$ cat src/rtl/muxn_arb_pkg.sv
// Shared constants and types for the muxn_arb registered channel selector.
package muxn_arb_pkg;

  localparam logic MODE_SEL = 1'b0;
  localparam logic MODE_RR  = 1'b1;

  localparam int unsigned DEF_WIDTH = 16;
  localparam int unsigned DEF_NCH   = 4;

  // Output pipeline register occupancy.
  typedef enum logic {
    StEmpty,
    StFull
  } out_state_e;

endpackage

$ cat src/rtl/muxn_arb_if.sv
// Channel/handshake bundle for muxn_arb; master is the surrounding datapath.
interface muxn_arb_if
  import muxn_arb_pkg::*;
#(
  parameter int unsigned WIDTH = DEF_WIDTH,
  parameter int unsigned NCH   = DEF_NCH
) ();

  localparam int unsigned SELW = $clog2(NCH);

  logic [SELW-1:0]      sel;
  logic                 mode;
  logic [NCH*WIDTH-1:0] d_in;
  logic [NCH-1:0]       valid_in;
  logic [NCH-1:0]       ready_in;
  logic [WIDTH-1:0]     d_out;
  logic [SELW-1:0]      gnt_out;
  logic                 valid_out;
  logic                 ready_out;

  modport master (
    output sel, mode, d_in, valid_in, ready_out,
    input  ready_in, d_out, gnt_out, valid_out
  );

  modport slave (
    input  sel, mode, d_in, valid_in, ready_out,
    output ready_in, d_out, gnt_out, valid_out
  );

endinterface

$ cat src/rtl/muxn_arb_rr_pick.sv
// Round-robin picker: first requesting channel after ptr, wrapping modulo NCH.
module muxn_arb_rr_pick #(
  parameter int unsigned NCH  = 4,
  localparam int unsigned SELW = $clog2(NCH)
) (
  input  logic [NCH-1:0]  req_i,
  input  logic [SELW-1:0] ptr_i,
  output logic [SELW-1:0] gnt_o,
  output logic            any_o
);

  logic [SELW-1:0] idx;
  logic            found;

  always_comb begin
    gnt_o = '0;
    idx   = '0;
    found = 1'b0;
    // Scan ptr+1 .. ptr+NCH so the last winner has lowest priority.
    for (int unsigned i = 1; i <= NCH; i++) begin
      idx = SELW'((32'(ptr_i) + i) % NCH);
      if (!found && req_i[idx]) begin
        found = 1'b1;
        gnt_o = idx;
      end
    end
    any_o = found;
  end

endmodule

$ cat src/rtl/muxn_arb.sv
// N-channel registered selector with valid/ready handshakes on both sides.
// Round-robin arbitration (MODE input, ptr register) is built only with MUXN_ARB_RR_EN.
module muxn_arb
  import muxn_arb_pkg::*;
#(
  parameter int unsigned WIDTH = DEF_WIDTH,
  parameter int unsigned NCH   = DEF_NCH
) (
  input logic       clk,
  input logic       rst_n,
  muxn_arb_if.slave bus
);

  localparam int unsigned SELW = $clog2(NCH);

  out_state_e       state_q, state_d;
  logic [WIDTH-1:0] d_q, d_sel;
  logic [SELW-1:0]  gnt_q, chosen;
  logic [NCH-1:0]   ready_in;
  logic             sel_ok, cand, load, xfer_in, rr_active;

  // Codes at or above NCH exist when NCH is not a power of two; they never grant.
  assign sel_ok = 32'(bus.sel) < NCH;
  assign load   = (state_q == StEmpty) || bus.ready_out;

`ifdef MUXN_ARB_RR_EN
  logic [SELW-1:0] ptr_q, rr_gnt;
  logic            rr_any;

  assign rr_active = (bus.mode == MODE_RR);

  muxn_arb_rr_pick #(
    .NCH (NCH)
  ) u_rr_pick (
    .req_i (bus.valid_in),
    .ptr_i (ptr_q),
    .gnt_o (rr_gnt),
    .any_o (rr_any)
  );

  // ptr resets to NCH-1 so channel 0 wins the first round-robin pick.
  always_ff @(posedge clk or negedge rst_n) begin
    if (!rst_n) begin
      ptr_q <= SELW'(NCH - 1);
    end else if (xfer_in && rr_active) begin
      ptr_q <= chosen;
    end
  end
`else
  logic unused_mode;

  assign rr_active   = 1'b0;
  assign unused_mode = bus.mode;
`endif

  always_comb begin
    chosen = bus.sel;
    cand   = sel_ok && bus.valid_in[bus.sel];
`ifdef MUXN_ARB_RR_EN
    if (rr_active) begin
      chosen = rr_gnt;
      cand   = rr_any;
    end
`endif
  end

  // A candidate is always valid, so ready and valid coincide on the chosen channel.
  assign xfer_in = load && cand;

  always_comb begin
    ready_in = '0;
    if (xfer_in) begin
      ready_in[chosen] = 1'b1;
    end
  end

  always_comb begin
    d_sel = '0;
    for (int unsigned k = 0; k < NCH; k++) begin
      if (32'(chosen) == k) begin
        d_sel = bus.d_in[k*WIDTH +: WIDTH];
      end
    end
  end

  always_comb begin
    state_d = state_q;
    unique case (state_q)
      StEmpty: begin
        if (xfer_in) begin
          state_d = StFull;
        end
      end
      StFull: begin
        if (!xfer_in && bus.ready_out) begin
          state_d = StEmpty;
        end
      end
      default: state_d = StEmpty;
    endcase
  end

  always_ff @(posedge clk or negedge rst_n) begin
    if (!rst_n) begin
      state_q <= StEmpty;
      d_q     <= '0;
      gnt_q   <= '0;
    end else begin
      state_q <= state_d;
      if (xfer_in) begin
        d_q   <= d_sel;
        gnt_q <= chosen;
      end
    end
  end

  assign bus.ready_in  = ready_in;
  assign bus.d_out     = d_q;
  assign bus.gnt_out   = gnt_q;
  assign bus.valid_out = (state_q == StFull);

  a_ready_onehot : assert property (@(posedge clk) disable iff (!rst_n)
    $onehot0(ready_in));

  a_stall_hold : assert property (@(posedge clk) disable iff (!rst_n)
    (bus.valid_out && !bus.ready_out) |=> (bus.valid_out && $stable(bus.d_out)
                                            && $stable(bus.gnt_out)));

  a_bad_sel : assert property (@(posedge clk) disable iff (!rst_n)
    (!rr_active && !sel_ok) |-> (ready_in == '0));

endmodule
$ cat src/flat_wrapper.sv
// flat-port wrapper written by rule: the top's interface ports become plain ports
module muxn_arb_flat import muxn_arb_pkg::*;
#(
  parameter int unsigned WIDTH = DEF_WIDTH,
  parameter int unsigned NCH   = DEF_NCH
)
  (clk, rst_n, bus_sel, bus_mode, bus_d_in, bus_valid_in, bus_ready_out, bus_ready_in, bus_d_out, bus_gnt_out, bus_valid_out);
  muxn_arb_if #(.WIDTH(WIDTH), .NCH(NCH)) bus_i ();
  input logic clk;
  input logic rst_n;
  input wire logic [$bits(bus_i.sel)-1:0] bus_sel;
  input wire logic [$bits(bus_i.mode)-1:0] bus_mode;
  input wire logic [$bits(bus_i.d_in)-1:0] bus_d_in;
  input wire logic [$bits(bus_i.valid_in)-1:0] bus_valid_in;
  input wire logic [$bits(bus_i.ready_out)-1:0] bus_ready_out;
  output wire logic [$bits(bus_i.ready_in)-1:0] bus_ready_in;
  output wire logic [$bits(bus_i.d_out)-1:0] bus_d_out;
  output wire logic [$bits(bus_i.gnt_out)-1:0] bus_gnt_out;
  output wire logic [$bits(bus_i.valid_out)-1:0] bus_valid_out;
  assign bus_i.sel = bus_sel;
  assign bus_i.mode = bus_mode;
  assign bus_i.d_in = bus_d_in;
  assign bus_i.valid_in = bus_valid_in;
  assign bus_i.ready_out = bus_ready_out;
  assign bus_ready_in = bus_i.ready_in;
  assign bus_d_out = bus_i.d_out;
  assign bus_gnt_out = bus_i.gnt_out;
  assign bus_valid_out = bus_i.valid_out;
  muxn_arb #(.WIDTH(WIDTH), .NCH(NCH)) u_core (.clk(clk), .rst_n(rst_n), .bus(bus_i));
endmodule
$ cat config.mk
export PLATFORM = sky130hd
export DESIGN_NAME = muxn_arb_flat
export DESIGN_NICKNAME = d
export VERILOG_FILES = /design/src/rtl/muxn_arb_pkg.sv /design/src/rtl/muxn_arb_if.sv /design/src/rtl/muxn_arb_rr_pick.sv /design/src/rtl/muxn_arb.sv /design/src/flat_wrapper.sv
export SDC_FILE = /design/constraint.sdc
export NUM_CORES = 1
export LEC_CHECK = 0
export CAP_MARGIN = 25
export CORE_ASPECT_RATIO = 0.8
export CORE_MARGIN = 2
export CORE_UTILIZATION = 36
export CTS_CLUSTER_DIAMETER = 40
export DETAILED_ROUTE_END_ITERATION = 6
export PLACE_DENSITY = 0.9
export SETUP_SLACK_MARGIN = 0.15
export SLEW_MARGIN = 10
export SYNTH_ARGS = -nofsm -noshare
export SYNTH_HDL_FRONTEND = slang
export SYNTH_SLANG_ARGS = --single-unit
$ cat constraint.sdc
create_clock -name clk -period 4.54 [get_ports clk]
set_input_delay 0.908 -clock clk [delete_from_list [all_inputs] [get_ports clk]]
set_output_delay 0.908 -clock clk [all_outputs]
set_load 0.01 [all_outputs]
### Word-level counts from Yosys, hierarchy flattened

Index checks and enable logic that the tools add are counted.

| cells by class | value |
|---|---|
| $lt $le $gt $ge | 2 |
| equal/unequal tests | 3 |
| mux-type cells | 12 |
| bitwise operators | 1 |
| reductions and logical operators | 6 |

Operators with widths:

| kind | count |
|---|---|
| $mux W16 | 4 |
| $eq A2 B2 Y1 const B | 2 |
| $mux W1 | 4 |
| $mux W4 | 1 |
| $logic_and A1 B1 Y1 | 3 |
| $lt A2 B3 Y1 const B | 1 |
| $bmux W1 S2 | 1 |
| $demux W1 S2 | 1 |
| $eq A2 B1 Y1 const B | 1 |
| $ge A2 B1 Y1 const B | 1 |
| $logic_not A2 Y1 | 1 |
| $pmux W1 S2 | 1 |
| $logic_not A1 Y1 | 1 |
| $logic_or A1 B1 Y1 | 1 |
| $not A1 Y1 | 1 |

| storage, ports and cells | value |
|---|---|
| bits in registers | 19 |
| input bits | 74 |
| output and inout bits | 23 |
| logic and storage cells | 27 |

### Logic depth before layout (Yosys ltp)

| logic depth | value |
|---|---|
| depth in word-level cells | 7 |
| gate-level depth with buffers | 6 |
| mapped depth without buffers | 4 |

### Least setup slack after synthesis

No wires, ideal clock.

| timing | value |
|---|---|
| path kind | input to output |
| start | input port bus_sel[0] |
| end | output port bus_ready_in[0] |
| arrival | 1.463 ns |
| required time | 3.632 ns |
| path slack | 2.169 ns |
| stages | 3 |
| path buffers | 1 |
| cells stage by stage | buf_6 nor3b_2 and2_1 |

| between the ends | value |
|---|---|
| longest elaborated chain between the ends | 5 |
| elaborated cells between the ends (all ways) | 9 |
| classes of those cells | 2 x order compare; 5 x mux; 2 x reduce/logical |

Ends and longest elaborated chain:

| element | line | source |
|---|---|---|
| from (decl) | flat_wrapper.sv:11 | `input wire logic [$bits(bus_i.sel)-1:0] bus_sel;` |
| $lt A2 B3 Y1 (not written as such) / $ge A2 B1 Y1 (equally long branches) | muxn_arb.sv:73 | `ready_in[chosen] = 1'b1;` |
| $logic_and A1 B1 Y1 (not written as such) | muxn_arb.sv:73 |  |
| $mux W1 (not written as such) | muxn_arb.sv:73 |  |
| $demux W1 S2 | n/a |  |
| $mux W4 (*) | muxn_arb.sv:72 | `if (xfer_in) begin` |
| to (decl) | flat_wrapper.sv:16 | `output wire logic [$bits(bus_i.ready_in)-1:0] bus_ready_in;` |

Mark *: on every way between the ends. The rest lies on a longest branch, timed or not. The select of a mux whose other input is x is not followed.

### Worst setup path in the final report

| timing | value |
|---|---|
| start | input port bus_sel[1] |
| end | output port bus_ready_in[2] |

The elaborated chain is that of the path after synthesis.

==> summary.json <==
{
  "critical_path.max_stage_delay_ps": 790,
  "synth.top_cells.by_area": "sky130_fd_sc_hd__dfrtp_1, sky130_fd_sc_hd__mux4_2, sky130_fd_sc_hd__mux2_4",
  "clkSlewWorstSetupHoldPaths_ps": 70,
  "mostFrequentLayoutCell": "sky130_fd_sc_hd__clkdlybuf4s50_1",
  "drive_above_1_share_pct": 21.6,
  "initial_core_util_pct": 38.5,
  "total_power_uw": 646,
  "dr_total_vias": 1067,
  "clkSinkCount": 19,
  "tritoncts": "yes",
  "critPathRequiredTime_ps": 3630,
  "dieHeight_um": 56.1,
  "max-cap-violations": 0,
  "grt_start_max_net_pins": 20,
  "layout.nets": 246,
  "design.die.area_um2": 3880,
  "die_width_um": 69.2,
  "max-vdd-ir-drop_mv": 0.154,
  "final-hold-violation-count": 0,
  "rsz0062_at_grt": "no",
  "htree_levels": 1,
  "finalClockSkew_ps": 0.617,
  "clock_insertion_delay_worst_skew_ps": 260,
  "via_count_of_the_first_global_routing_pass": 1198,
  "tritoncts.num_buffers": 3,
  "synth.yosys.seq_area_share_pct": 38.9,
  "cpMostUsedCell": "sky130_fd_sc_hd__clkdlybuf4s50_1",
  "synthesis.instances": 75,
  "final_period_minus_worst_setup_slack_ps": 3820,
  "fin_crit_sh_pct": 84.1,
  "power.density_cell_area_nw_per_um2": 287,
  "run_status": "completed",
  "cts.hold.buffers_added": 0,
  "worst_ep_arrival_time_ps": 2910,
  "total_grt_usage_pct": 20.6,
  "synth_largest_type_area_fraction_pct": 38.9,
  "worstPathCellList": "clkdlybuf4s50_1 -> mux2i_1 -> nor3b_2 -> and2_1 -> clkdlybuf4s50_1",
  "syn_to_final_growth_pct": 83.8,
  "drt-total-wl_mm": 3.69,
  "number_of_placed_instances_taps_included": 207,
  "placementRows": 18,
  "drcViolationCount": 0,
  "ios": 97,
  "cts_root_buf": "sky130_fd_sc_hd__clkbuf_8",
  "n_antenna_cell": 0,
  "layout.cells.non_filler": 211,
  "route.detailed.wl_per_inst_um": 17.5,
  "start_kind": "input port",
  "port_buffers": 95,
  "detail_route.first_pass.iterations": 3,
  "grt_antenna_before_repair": 0,
  "final.setup.tns_ps": 0,
  "fmax_ghz": 0.262,
  "number_of_synthesis_warnings": 0,
  "critPathKind": "input port to output pin",
  "final-setup-viol-count": 0,
  "place_hpwl_mm": 3.17,
  "tightestPinTransition_ps": 856,
  "syn_nets": 149,
  "place.gp.congestion": 0.732,
  "timing.max_slew.rel_slack_pct": 42.8,
  "largest_fanout_of_any_net_on_the_critical_path": 12,
  "timing.hold.worst.class": "flip-flop to flip-flop",
  "synthesized_flop_and_latch_total": 19,
  "post_syn_area_per_cell_um2": 16.3,
  "route.detailed.vias_per_inst": 5.06,
  "finalMaxSlewViolations": 0,
  "crit_path_end_kind": "output pin",
  "layout_common_cells": "sky130_fd_sc_hd__clkdlybuf4s50_1, sky130_fd_sc_hd__dfrtp_1, sky130_fd_sc_hd__mux4_2",
  "synth_cell_types": 19,
  "postCtsSetupBuffers": 0,
  "synth.cell_area_um2": 1220,
  "detailedRoute.firstIterationViolations": 19,
  "critical_path.slowest_cell": "sky130_fd_sc_hd__clkdlybuf4s50_1",
  "cellLeakagePower_uw": 0.000913,
  "max-clock-path-buffers": 2,
  "antenna_violating_nets_post_route": 0,
  "overflow": 0,
  "grt_first_pass_wirelength_mm": 6.08,
  "post_cts_gate_resize_count": 0,
  "synth.largest_area_cell": "sky130_fd_sc_hd__dfrtp_1",
  "core_um2": 3180
}
## worst max-delay path: cells and delay by family
kind,cells,cell delay (ps)
buffers and inverters,2,1330
and+or+nand+nor,2,470
muxes,1,200
## stage by stage
stage,hold WS (ps),util (%),setup WS (ps),instance area (um^2)
after global placement,477,69.4,782,2200
after detailed placement,485,69.4,690,2200
after floorplan,534,-,2170,1220
after global routing,510,70.8,620,2250
final,499,70.8,722,2250
after CTS,502,70.8,690,2250
## kinds of logic after synthesis
family	count (synthesis)	share of synthesized area, %
and+or+nand+nor	10	5.11
AOI/OAI and AO/OA	2	0.818
muxes	35	50.5
buffers and inverters	9	4.70
DFF	19	38.9
## report_power, final
group	switching, uW	internal, uW	total (uW)
Combinational	87.8	200	288
Clock	58.4	61.1	120
Sequential	26.1	213	239
## metal layers
layer  GRT usage [%]  up-vias  share of wire [%]
met4            10.1        0                3.2
met5               0        -                  0
li1                -      485                  -
met1            23.5      532                 40
met2            35.3       39                 51
met3            5.98       11                5.5
## layout make-up
type                            count  area (um^2)
Inverter                            3         11.3
Multi-Input combinational cell     47          693
Clock inverter                      1         5.00
Timing Repair Buffer               98          973
Tap cell                           40         50.0
Sequential cell                    19          475
Clock buffer                        3         41.3
Fill cell                         220          926
## cell usage after synthesis
cell,number
sky130_fd_sc_hd__o21ai_1,2
sky130_fd_sc_hd__inv_2,1
sky130_fd_sc_hd__inv_1,2
sky130_fd_sc_hd__mux2i_1,1
sky130_fd_sc_hd__nor2b_1,1
sky130_fd_sc_hd__mux2_4,11
sky130_fd_sc_hd__clkbuf_1,2
sky130_fd_sc_hd__mux4_2,15
sky130_fd_sc_hd__nor3b_2,1
sky130_fd_sc_hd__dfrtp_1,19
sky130_fd_sc_hd__buf_6,3
sky130_fd_sc_hd__nand3_2,1
sky130_fd_sc_hd__and2_1,2
sky130_fd_sc_hd__mux4_1,1
sky130_fd_sc_hd__buf_2,1
sky130_fd_sc_hd__mux2_1,7
sky130_fd_sc_hd__nand2b_1,1
sky130_fd_sc_hd__nand2_1,2
sky130_fd_sc_hd__nor2_1,2
## sequential cells by signal (all words and copies together), names as in the netlist
register and count:
u_core.bus.gnt_out 2, u_core.bus.d_out 16, u_core.bus.valid_out 1
## path summary, 6_finish.rpt
check	to	startpoint	depth (start not counted)	slack (ps)
worst max-delay path	bus_ready_in[2]	bus_sel[1]	5	720
worst min-delay path	u_core.bus.d_out[9]$_DFFE_PN0P_	u_core.bus.d_out[9]$_DFFE_PN0P_	1	500
worst max register to register	u_core.bus.d_out[7]$_DFFE_PN0P_	u_core.bus.valid_out$_DFF_PN0_	5	2960
worst min register to register	u_core.bus.d_out[9]$_DFFE_PN0P_	u_core.bus.d_out[9]$_DFFE_PN0P_	1	500
max in group asynchronous	u_core.bus.valid_out$_DFF_PN0_	rst_n	1	2880
min in group asynchronous	u_core.bus.d_out[14]$_DFFE_PN0P_	rst_n	1	1130
(Power assumes the default switching activity.)
